[src/rtl/demux_pack_reg.sv]
// demux_pack_reg: steers handshaked words into slots of a flat frame bus
// and presents the frame with valid/ready once every slot has been written.
module demux_pack_reg #(
  parameter int size = 8,
  parameter int n = 3
) (
  input  logic                     clk,
  input  logic                     rst,
  input  logic [size-1:0]          in_data,
  input  logic                     in_valid,
  output logic                     in_ready,
  input  logic [n-1:0]             in_addr,
  input  logic                     addr_mode,
  input  logic                     clear,
  output logic [size*(2**n)-1:0]   frame_out,
  output logic                     frame_valid,
  input  logic                     frame_ready,
  output logic [2**n-1:0]          fill_mask,
  output logic [n-1:0]             wr_ptr
);
  localparam int slots = 2**n;
  typedef enum logic {FILL, HOLD} state_t;
  state_t state_q, state_d;
  logic [size*slots-1:0] frame_q, frame_d;
  logic [slots-1:0] mask_q, mask_d;
  logic [n-1:0] ptr_q, ptr_d, tgt;
  assign in_ready = (state_q == FILL) && !clear && !rst;
  assign frame_valid = (state_q == HOLD);
  assign frame_out = frame_q;
  assign fill_mask = mask_q;
  assign wr_ptr = ptr_q;
  always_comb begin
    tgt = addr_mode ? in_addr : ptr_q;
    state_d = state_q;
    frame_d = frame_q;
    mask_d = mask_q;
    ptr_d = ptr_q;
    // frame_out is deliberately kept on abort/consume so a downstream selector sees stable data
    if (clear || (state_q == HOLD && frame_ready)) begin
      state_d = FILL;
      mask_d = '0;
      ptr_d = '0;
    end else if (in_valid && in_ready) begin
      frame_d[tgt*size +: size] = in_data;
      mask_d = mask_q | (slots'(1) << tgt);
      ptr_d = addr_mode ? ptr_q : ptr_q + 1'b1;
      state_d = &mask_d ? HOLD : FILL;
    end
  end
  always_ff @(posedge clk or posedge rst) begin
    if (rst) begin
      state_q <= FILL;
      frame_q <= '0;
      mask_q <= '0;
      ptr_q <= '0;
    end else begin
      state_q <= state_d;
      frame_q <= frame_d;
      mask_q <= mask_d;
      ptr_q <= ptr_d;
    end
  end
endmodule

[config.mk]
export PLATFORM = sky130hd
export DESIGN_NAME = demux_pack_reg
export DESIGN_NICKNAME = d
export VERILOG_FILES = /design/src/rtl/demux_pack_reg.sv
export SDC_FILE = /design/constraint.sdc
export NUM_CORES = 1
export LEC_CHECK = 0
export BUFFER_PORTS_ARGS = -buffer_cell sky130_fd_sc_hd__buf_4
export CORE_MARGIN = 2
export CORE_UTILIZATION = 45
export DETAILED_ROUTE_END_ITERATION = 12
export GPL_TIMING_DRIVEN = 0
export PLACE_DENSITY_LB_ADDON = 0.15
export SLEW_MARGIN = 10
export SYNTH_ARGS = -nofsm -noshare
export SYNTH_HDL_FRONTEND = slang
export SYNTH_SLANG_ARGS = --single-unit
[constraint.sdc]
create_clock -name clk -period 3.2 [get_ports clk]
set_input_delay 0.64 -clock clk [delete_from_list [all_inputs] [get_ports clk]]
set_output_delay 0.64 -clock clk [all_outputs]
set_load 0.05 [all_outputs]
**After elaboration in Yosys (flattened, before gate mapping)**

Index checks and enable logic that the tools add are counted.

- Output and inout bits: 77
- Flip-flop bits (word level): 76
- Input port bits: 17

- Reductions and logical operators: 11
- Bitwise operators: 3
- Add/sub/neg operators: 2
- Equality and inequality tests: 1
- Shift operators: 3
- Mux-type cells: 10

Operators by type and width:

| operator | number |
|---|---|
| 64-bit bitwise mux | 1 |
| 8-bit by 34-bit variable shift with 64-bit output, first input constant | 1 |
| 8-bit by 34-bit variable part select with 64-bit output | 1 |
| 6-bit negation with 34-bit output | 1 |
| 8-bit two-way mux | 2 |
| 3-bit two-way mux | 4 |
| 8-bit OR | 1 |
| 8-bit AND reduction | 1 |
| 1-bit by 3-bit << shifter with 8-bit output, first input constant | 1 |
| 1-bit logical AND | 4 |
| 2-bit AND reduction | 2 |
| 3-bit by 1-bit adder with 3-bit output, second input constant | 1 |
| 1-bit two-way mux | 3 |
| 1-bit zero test | 2 |
| 2-bit by 1-bit inequality test with 1-bit output, second input constant | 1 |
| 1-bit NOT | 2 |
| 2-bit nonzero test | 1 |
| 1-bit logical OR | 1 |

**Depth between registers and ports, before layout**

Gate-level depths: netlist (run 1).

- Depth after elaboration: 7
- Mapped depth: 10
- Mapped depth without buffers: 7

**Worst setup path before layout (run 1)**

OpenSTA, ideal clock, no wires.

- Path type: input-to-reg
- From: in addr_mode
- To: reg frame_q[40], in the netlist frame_out[40]
- Arrival time: 2.720 ns
- Slack: 0.355 ns
- Path buffers: 2
- Data required time: 3.075 ns
- Cell stages on the path: 8
- Path through: buf_2 mux2i_1 clkbuf_1 ha_1 ha_1 nor2_1 nand3_1 mux2_2

- Word-level cells in the longest chain between the ends: 4
- Elaborated cells on any way between the ends: 5
- Classes of those cells: add/sub: 1; shift: 2; mux: 2

RTL lines:

| item | line | source |
|---|---|---|
| from (decl) | 13 | `input logic addr_mode,` |
| 3-bit two-way mux * | 33 | `tgt = addr_mode ? in_addr : ptr_q;` |
| 6-bit negation with 34-bit output * | 44 | `frame_d[tgt*size +: size] = in_data;` |
| 8-bit by 34-bit variable part select with 64-bit output / 8-bit by 34-bit variable shift with 64-bit output (equally long branches) | 44 |  |
| 64-bit bitwise mux * | 44 |  |
| to (signal assigned) | 58 | `frame_q <= frame_d;` |
| to (decl) | 24 | `logic [size*slots-1:0] frame_q, frame_d;` |

Mark *: on every way between the ends. The rest lies on a longest branch, timed or not.
A chain may end at the register's enable or synchronous reset.

**Final worst setup path (run 1)**

- From: in addr_mode
- To: reg frame_q[5], in the netlist frame_out[5]

The elaborated chain is that of the path after synthesis.

==> results of run 1 <==
[metal layers]
metal,track usage,wire length [um]
met2,0.3164,3681
met3,0.04946,436
met4,0.07692,124
met5,0,0
met1,0.2543,3492
[cell families after synthesis]
family,share of synthesized area
AND/OR/NAND/NOR,0.1259
flip-flops,0.5714
multiplexers,0.2056
AO/OA/AOI/OAI,0.03947
buffers and inverters,0.02481
adder cells (fa/ha/maj),0.03008
XOR/XNOR,0.002632
[cell usage after synthesis]
library cell | number | area [sq um]
a21o_1 | 1 | 7.510
a21oi_1 | 11 | 55.05
a31oi_1 | 1 | 6.260
and4b_1 | 1 | 10.01
buf_1 | 1 | 3.750
buf_2 | 3 | 15.01
clkbuf_1 | 5 | 18.77
dfrtp_1 | 76 | 1902
ha_1 | 8 | 100.1
inv_1 | 12 | 45.04
mux2_1 | 3 | 33.78
mux2_2 | 48 | 540.5
mux2i_1 | 11 | 110.1
nand2_1 | 15 | 56.30
nand2_2 | 1 | 6.260
nand2b_1 | 8 | 50.05
nand3_1 | 9 | 45.04
nand3_2 | 1 | 10.01
nand4b_1 | 1 | 8.760
nand4b_4 | 1 | 23.77
nor2_1 | 33 | 123.9
nor3_1 | 3 | 15.01
nor3b_1 | 4 | 30.03
nor4_4 | 1 | 21.27
nor4b_1 | 1 | 8.760
o2111ai_1 | 1 | 8.760
o211a_1 | 1 | 10.01
o21ai_0 | 7 | 35.03
o221ai_1 | 1 | 8.760
or4b_1 | 1 | 10.01
xnor2_1 | 1 | 8.760
[final cells by class]
class,count,area (sq um),share of cell area
Buffer,9,38.79,0.008954
Clock buffer,10,127.6,0.02946
Clock inverter,5,30.03,0.006932
Inverter,12,47.55,0.01098
Multi-Input combinational cell,174,1344,0.3102
Sequential cell,76,1902,0.4391
Tap cell,99,123.9,0.02860
Timing Repair Buffer,93,718.2,0.1658
[stage by stage]
step	power (mW)	utilization	hold WS (ns)	cell area, sq um
CTS	2.462	0.6002	0.3131	4330
floorplan	1.606	-	0.7541	3328
global route	2.538	0.6004	0.3374	4332
detailed placement	1.844	0.5784	0.4729	4173
global placement	1.828	0.5742	0.4646	4143
finish	2.438	0.6004	0.3069	4332
[what timing repair did]
item | CTS | global route
hold buffers | 0 | 0
endpoints found under the setup margin | 0 | 22
resized for setup | 0 | 2
[flip-flops by register name (all words and copies together) (netlist names)]
name / count
fill_mask: 8
frame_out: 64
frame_valid: 1
wr_ptr: 3
[report_power, final]
part | switching [mW] | internal [mW] | leakage, nW | total [mW]
Clock | 0.347 | 0.273 | 0.0779 | 0.620
Sequential | 0.0512 | 1.05 | 1.02 | 1.10
Combinational | 0.495 | 0.220 | 1.25 | 0.715
[how the worst max path moves through the flow]
stage                                end       from  slack [ns]  depth (start not counted)
2_1_floorplan  frame_out[40]$_DFFE_PP0P_  addr_mode        0.36                          8
3_3_place_gp   frame_out[47]$_DFFE_PP0P_        rst       -0.35                          2
3_5_place_dp    frame_out[0]$_DFFE_PP0P_  addr_mode       -0.29                          8
4_1_cts         frame_out[3]$_DFFE_PP0P_  addr_mode        0.08                          8
5_1_grt        frame_out[60]$_DFFE_PP0P_  addr_mode        0.11                         10
6_report        frame_out[5]$_DFFE_PP0P_  addr_mode        0.31                          8
==> flow_summary.yaml, run 1 <==
floorplan:
  die_h_um: 90
  die_x_um: 90
  initial_core_util: 0.4613
  core-area_sq_um: 7214
  io_pins: 94
  rows: 31
  fp.dieArea_sq_um: 8100
synthesis:
  syn_inst: 271
  yosys_register_bits: 76
  synth_warnings: 0
  synth-seq-area-share: 0.5714
  ys_types: 31
  syn_nets: 296
  syn-cell-area_sq_um: 3328
  syn-mean-instance-area_sq_um: 12.28
sta:
  fin_crit_sh: 0.9041
  fin_crit_ns: 2.893
  setup_viol: 0
  fmaxAchievable_mhz: 345.6
  setup_ws_ns: 0.3068
  finalSetupTns_ns: 0
  rsz0062_at_grt: "no"
  finalClockSkew_ns: 0.006248
  finalMaxSlewViolations: 0
  finalHoldViolCount: 0
  slew_headroom: 0.3550
  worst_pin_slew_ns: 0.9665
global_routing:
  grt_max_degree: 47
  grt_pass1_vias: 2418
  antenna_found_initial: 0
  grt_use_total: 0.1958
  grt_pass1_wl_um: 12450
  gr-total-overflow: 0
place:
  post-place-ws_ns: -0.2862
  dp_cells: 463
  port_buffers: 92
  dp_hpwl_um: 5568
  place.gp.congestion: 0.8110
layout:
  fin_cells: 478
  drive_gt1_frac: 0.4327
  fillers: 655
  diodes: 0
  syn2layout_area_growth_pct: 30.15
  final_common_cell: "buf_4"
  layout_common_cells: "buf_4, dfrtp_1, mux2_2"
  nNetsFinal: 400
power:
  power.leakage_nw: 2.345
  vdd_drop_max_mv: 0.3197
  power.density_nw_per_um2: 562.8
hold_path:
  hp-class: "in -> async"
clock_tree:
  cts_root_buf: "clkbuf_8"
  cts_max_path_buffers: 2
  clkSinkCount: 76
  cts_setup_buffers: 0
  path_clk_slew_ns: 0.08
  clk_latency_ns: 0.35
  htree_levels: 3
  cts_tree: "yes"
  cts_buffers: 9
worst_setup_path:
  critPathMaxFanout: 11
  critPathMaxStageDelay_ns: 0.47
  crit_type: "in -> reg"
  critPathLaunchType: "input pin"
  arrival_ns: 3.13
  crit_top_cell: "ha_1"
  crit_chain: "buf_2 > mux2i_1 > clkbuf_2 > ha_1 > ha_1 > nor2_1 > o2111ai_1 > mux2_2"
  timing.critical_path.buf_inv: 2
  cp-end-kind: "flip-flop"
  cp_top_family: "multiplexers"
  crit-reg2reg-launch: "wr_ptr[0]$_DFFE_PP0P_"
  crit_slowest_cell: "o2111ai_1"
  ff2ff_setup_slack_ns: 0.41
  r2r_end: "frame_out[5]$_DFFE_PP0P_"
  ff2ff_path_depth: 7
  required_ns: 3.43
routing:
  dr.pass1.iters: 4
  num_vias: 2446
  drt-total-wl_um: 7734
  drt_iter0_drc: 82
  postRouteAntennaNets: 0
  drt-wirelength-per-cell_um: 16.18
  via_per_inst: 5.117
  drc: 0
job:
  maxCapViolCount: 0
status:
  outcome: "completed"
Note: power is estimated with default switching activity, not from simulation.
==> inputs of run 2 (changes only) <==
- CTS_BUF_LIST: unset -> sky130_fd_sc_hd__clkbuf_4 sky130_fd_sc_hd__clkbuf_8
==> flow_summary.yaml, run 2 (synthesis results as in run 1) <==
worst_setup_path:
  ff2ff_path_depth: 7
  crit-reg2reg-launch: "wr_ptr[0]$_DFFE_PP0P_"
  ff2ff_setup_slack_ns: 0.41
  arrival_ns: 3.12
  critPathMaxFanout: 11
  crit_type: "in -> reg"
  required_ns: 3.43
  critPathLaunchType: "input pin"
  cp-end-kind: "flip-flop"
  r2r_end: "frame_out[5]$_DFFE_PP0P_"
job:
  maxCapViolCount: 0
layout:
  final_common_cell: "buf_4"
  nNetsFinal: 400
  fin_cells: 478
  fillers: 657
  final_util: 0.6009
  syn2layout_area_growth_pct: 30.26
  layout_common_cells: "buf_4, dfrtp_1, mux2_2"
  final_area_sq_um: 4335
  largest_reg_flops: 64
  diodes: 0
  drive_gt1_frac: 0.4354
power:
  power.leakage_nw: 2.348
  vdd_drop_max_mv: 0.3199
  power.density_nw_per_um2: 563.5
  total_power_mw: 2.443
hold_path:
  hp-class: "in -> async"
sta:
  finalSetupTns_ns: 0
  worst_hold_slack_ns: 0.3086
  finalHoldViolCount: 0
  worst_pin_slew_ns: 0.9597
  setup_viol: 0
  fin_crit_sh: 0.9041
  finalClockSkew_ns: 0.005453
  rsz0062_at_grt: "no"
  setup_ws_ns: 0.3069
  fmaxAchievable_mhz: 345.6
  slew_headroom: 0.3595
  fin_crit_ns: 2.893
  finalMaxSlewViolations: 0
clock_tree:
  cts_buffers: 9
  clk_latency_ns: 0.34
  postCtsHoldBufs: 0
  clkSinkCount: 76
  path_clk_slew_ns: 0.08
  cts_root_buf: "clkbuf_8"
  cts_setup_buffers: 0
  cts_max_path_buffers: 2
  cts_tree: "yes"
  htree_levels: 3
floorplan:
  die_h_um: 90
  core-area_sq_um: 7214
  rows: 31
  die_x_um: 90
  io_pins: 94
  fp.dieArea_sq_um: 8100
  initial_core_util: 0.4613
routing:
  num_vias: 2424
  drt-total-wl_um: 7686
  postRouteAntennaNets: 0
  drt-wirelength-per-cell_um: 16.08
  drt_iter0_drc: 105
  via_per_inst: 5.071
  dr.pass1.iters: 4
  drc: 0
global_routing:
  top_usage_layer: "met2"
  antenna_found_initial: 0
  grtUsageMet3: 0.04946
  grt_pass1_wl_um: 12390
  gr-total-overflow: 0
  grt_max_degree: 47
  use_met1: 0.2526
  grt_use_total: 0.1946
  grt_pass1_vias: 2411
  use_met2: 0.3158
place:
  port_buffers: 92
  post-place-ws_ns: -0.2862
  dp_cells: 463
  place_area_sq_um: 4173
  dp_hpwl_um: 5568
  place.gp.congestion: 0.8110
status:
  outcome: "completed"
==> run 2: cell counts in the layout (fill, tap and decap cells not counted) <==
No cell type changed its count.
==> run 2: power by group <==
part | switching, mW | leakage, nW | total [mW] | internal, mW
combinational | 0.495 | 1.25 | 0.715 | 0.220
sequential | 0.0518 | 1.02 | 1.10 | 1.05
clock | 0.343 | 0.0813 | 0.625 | 0.282
total | 0.890 | 2.35 | 2.44 | 1.55
==> run 2: worst max path at each step <==
stage	startpoint	cells after the start	slack [ns]	end
after floorplan	addr_mode	8	0.36	frame_out[40]$_DFFE_PP0P_
after global placement	rst	2	-0.35	frame_out[47]$_DFFE_PP0P_
after detailed placement	addr_mode	8	-0.29	frame_out[0]$_DFFE_PP0P_
after CTS	addr_mode	8	0.08	frame_out[3]$_DFFE_PP0P_
after global routing	addr_mode	10	0.11	frame_out[60]$_DFFE_PP0P_
final	addr_mode	8	0.31	frame_out[5]$_DFFE_PP0P_
==> run 2: layer usage <==
metal | vias up | part of all wire | wire [um]
met3 | 8 | 0.061 | 472
li1 | 1141 | - | -
met2 | 64 | 0.48 | 3671
met5 | - | 0 | 0
met4 | 0 | 0.012 | 95
met1 | 1211 | 0.45 | 3447
==> run 2: final cells by class <==
class / count / area [sq um] / area share
Clock inverter: 5 / 30.03 / 0.006926
Timing Repair Buffer: 93 / 718.2 / 0.1657
Sequential cell: 76 / 1902 / 0.4387
Clock buffer: 10 / 131.4 / 0.03030
Buffer: 9 / 38.79 / 0.008947
Inverter: 12 / 47.55 / 0.01097
Multi-Input combinational cell: 174 / 1344 / 0.3100
Tap cell: 99 / 123.9 / 0.02857
==> run 2: critical path: stages <==
cell and delay [ns]:
buf_2 0.17, mux2i_1 0.33, clkbuf_2 0.32, ha_1 0.25
ha_1 0.32, nor2_1 0.15, o2111ai_1 0.47, mux2_2 0.46
==> run 2: what timing repair did <==
action	CTS	global route
endpoints found under the setup margin	0	22
endpoints found under the hold margin	0	0
gates resized for setup	0	2
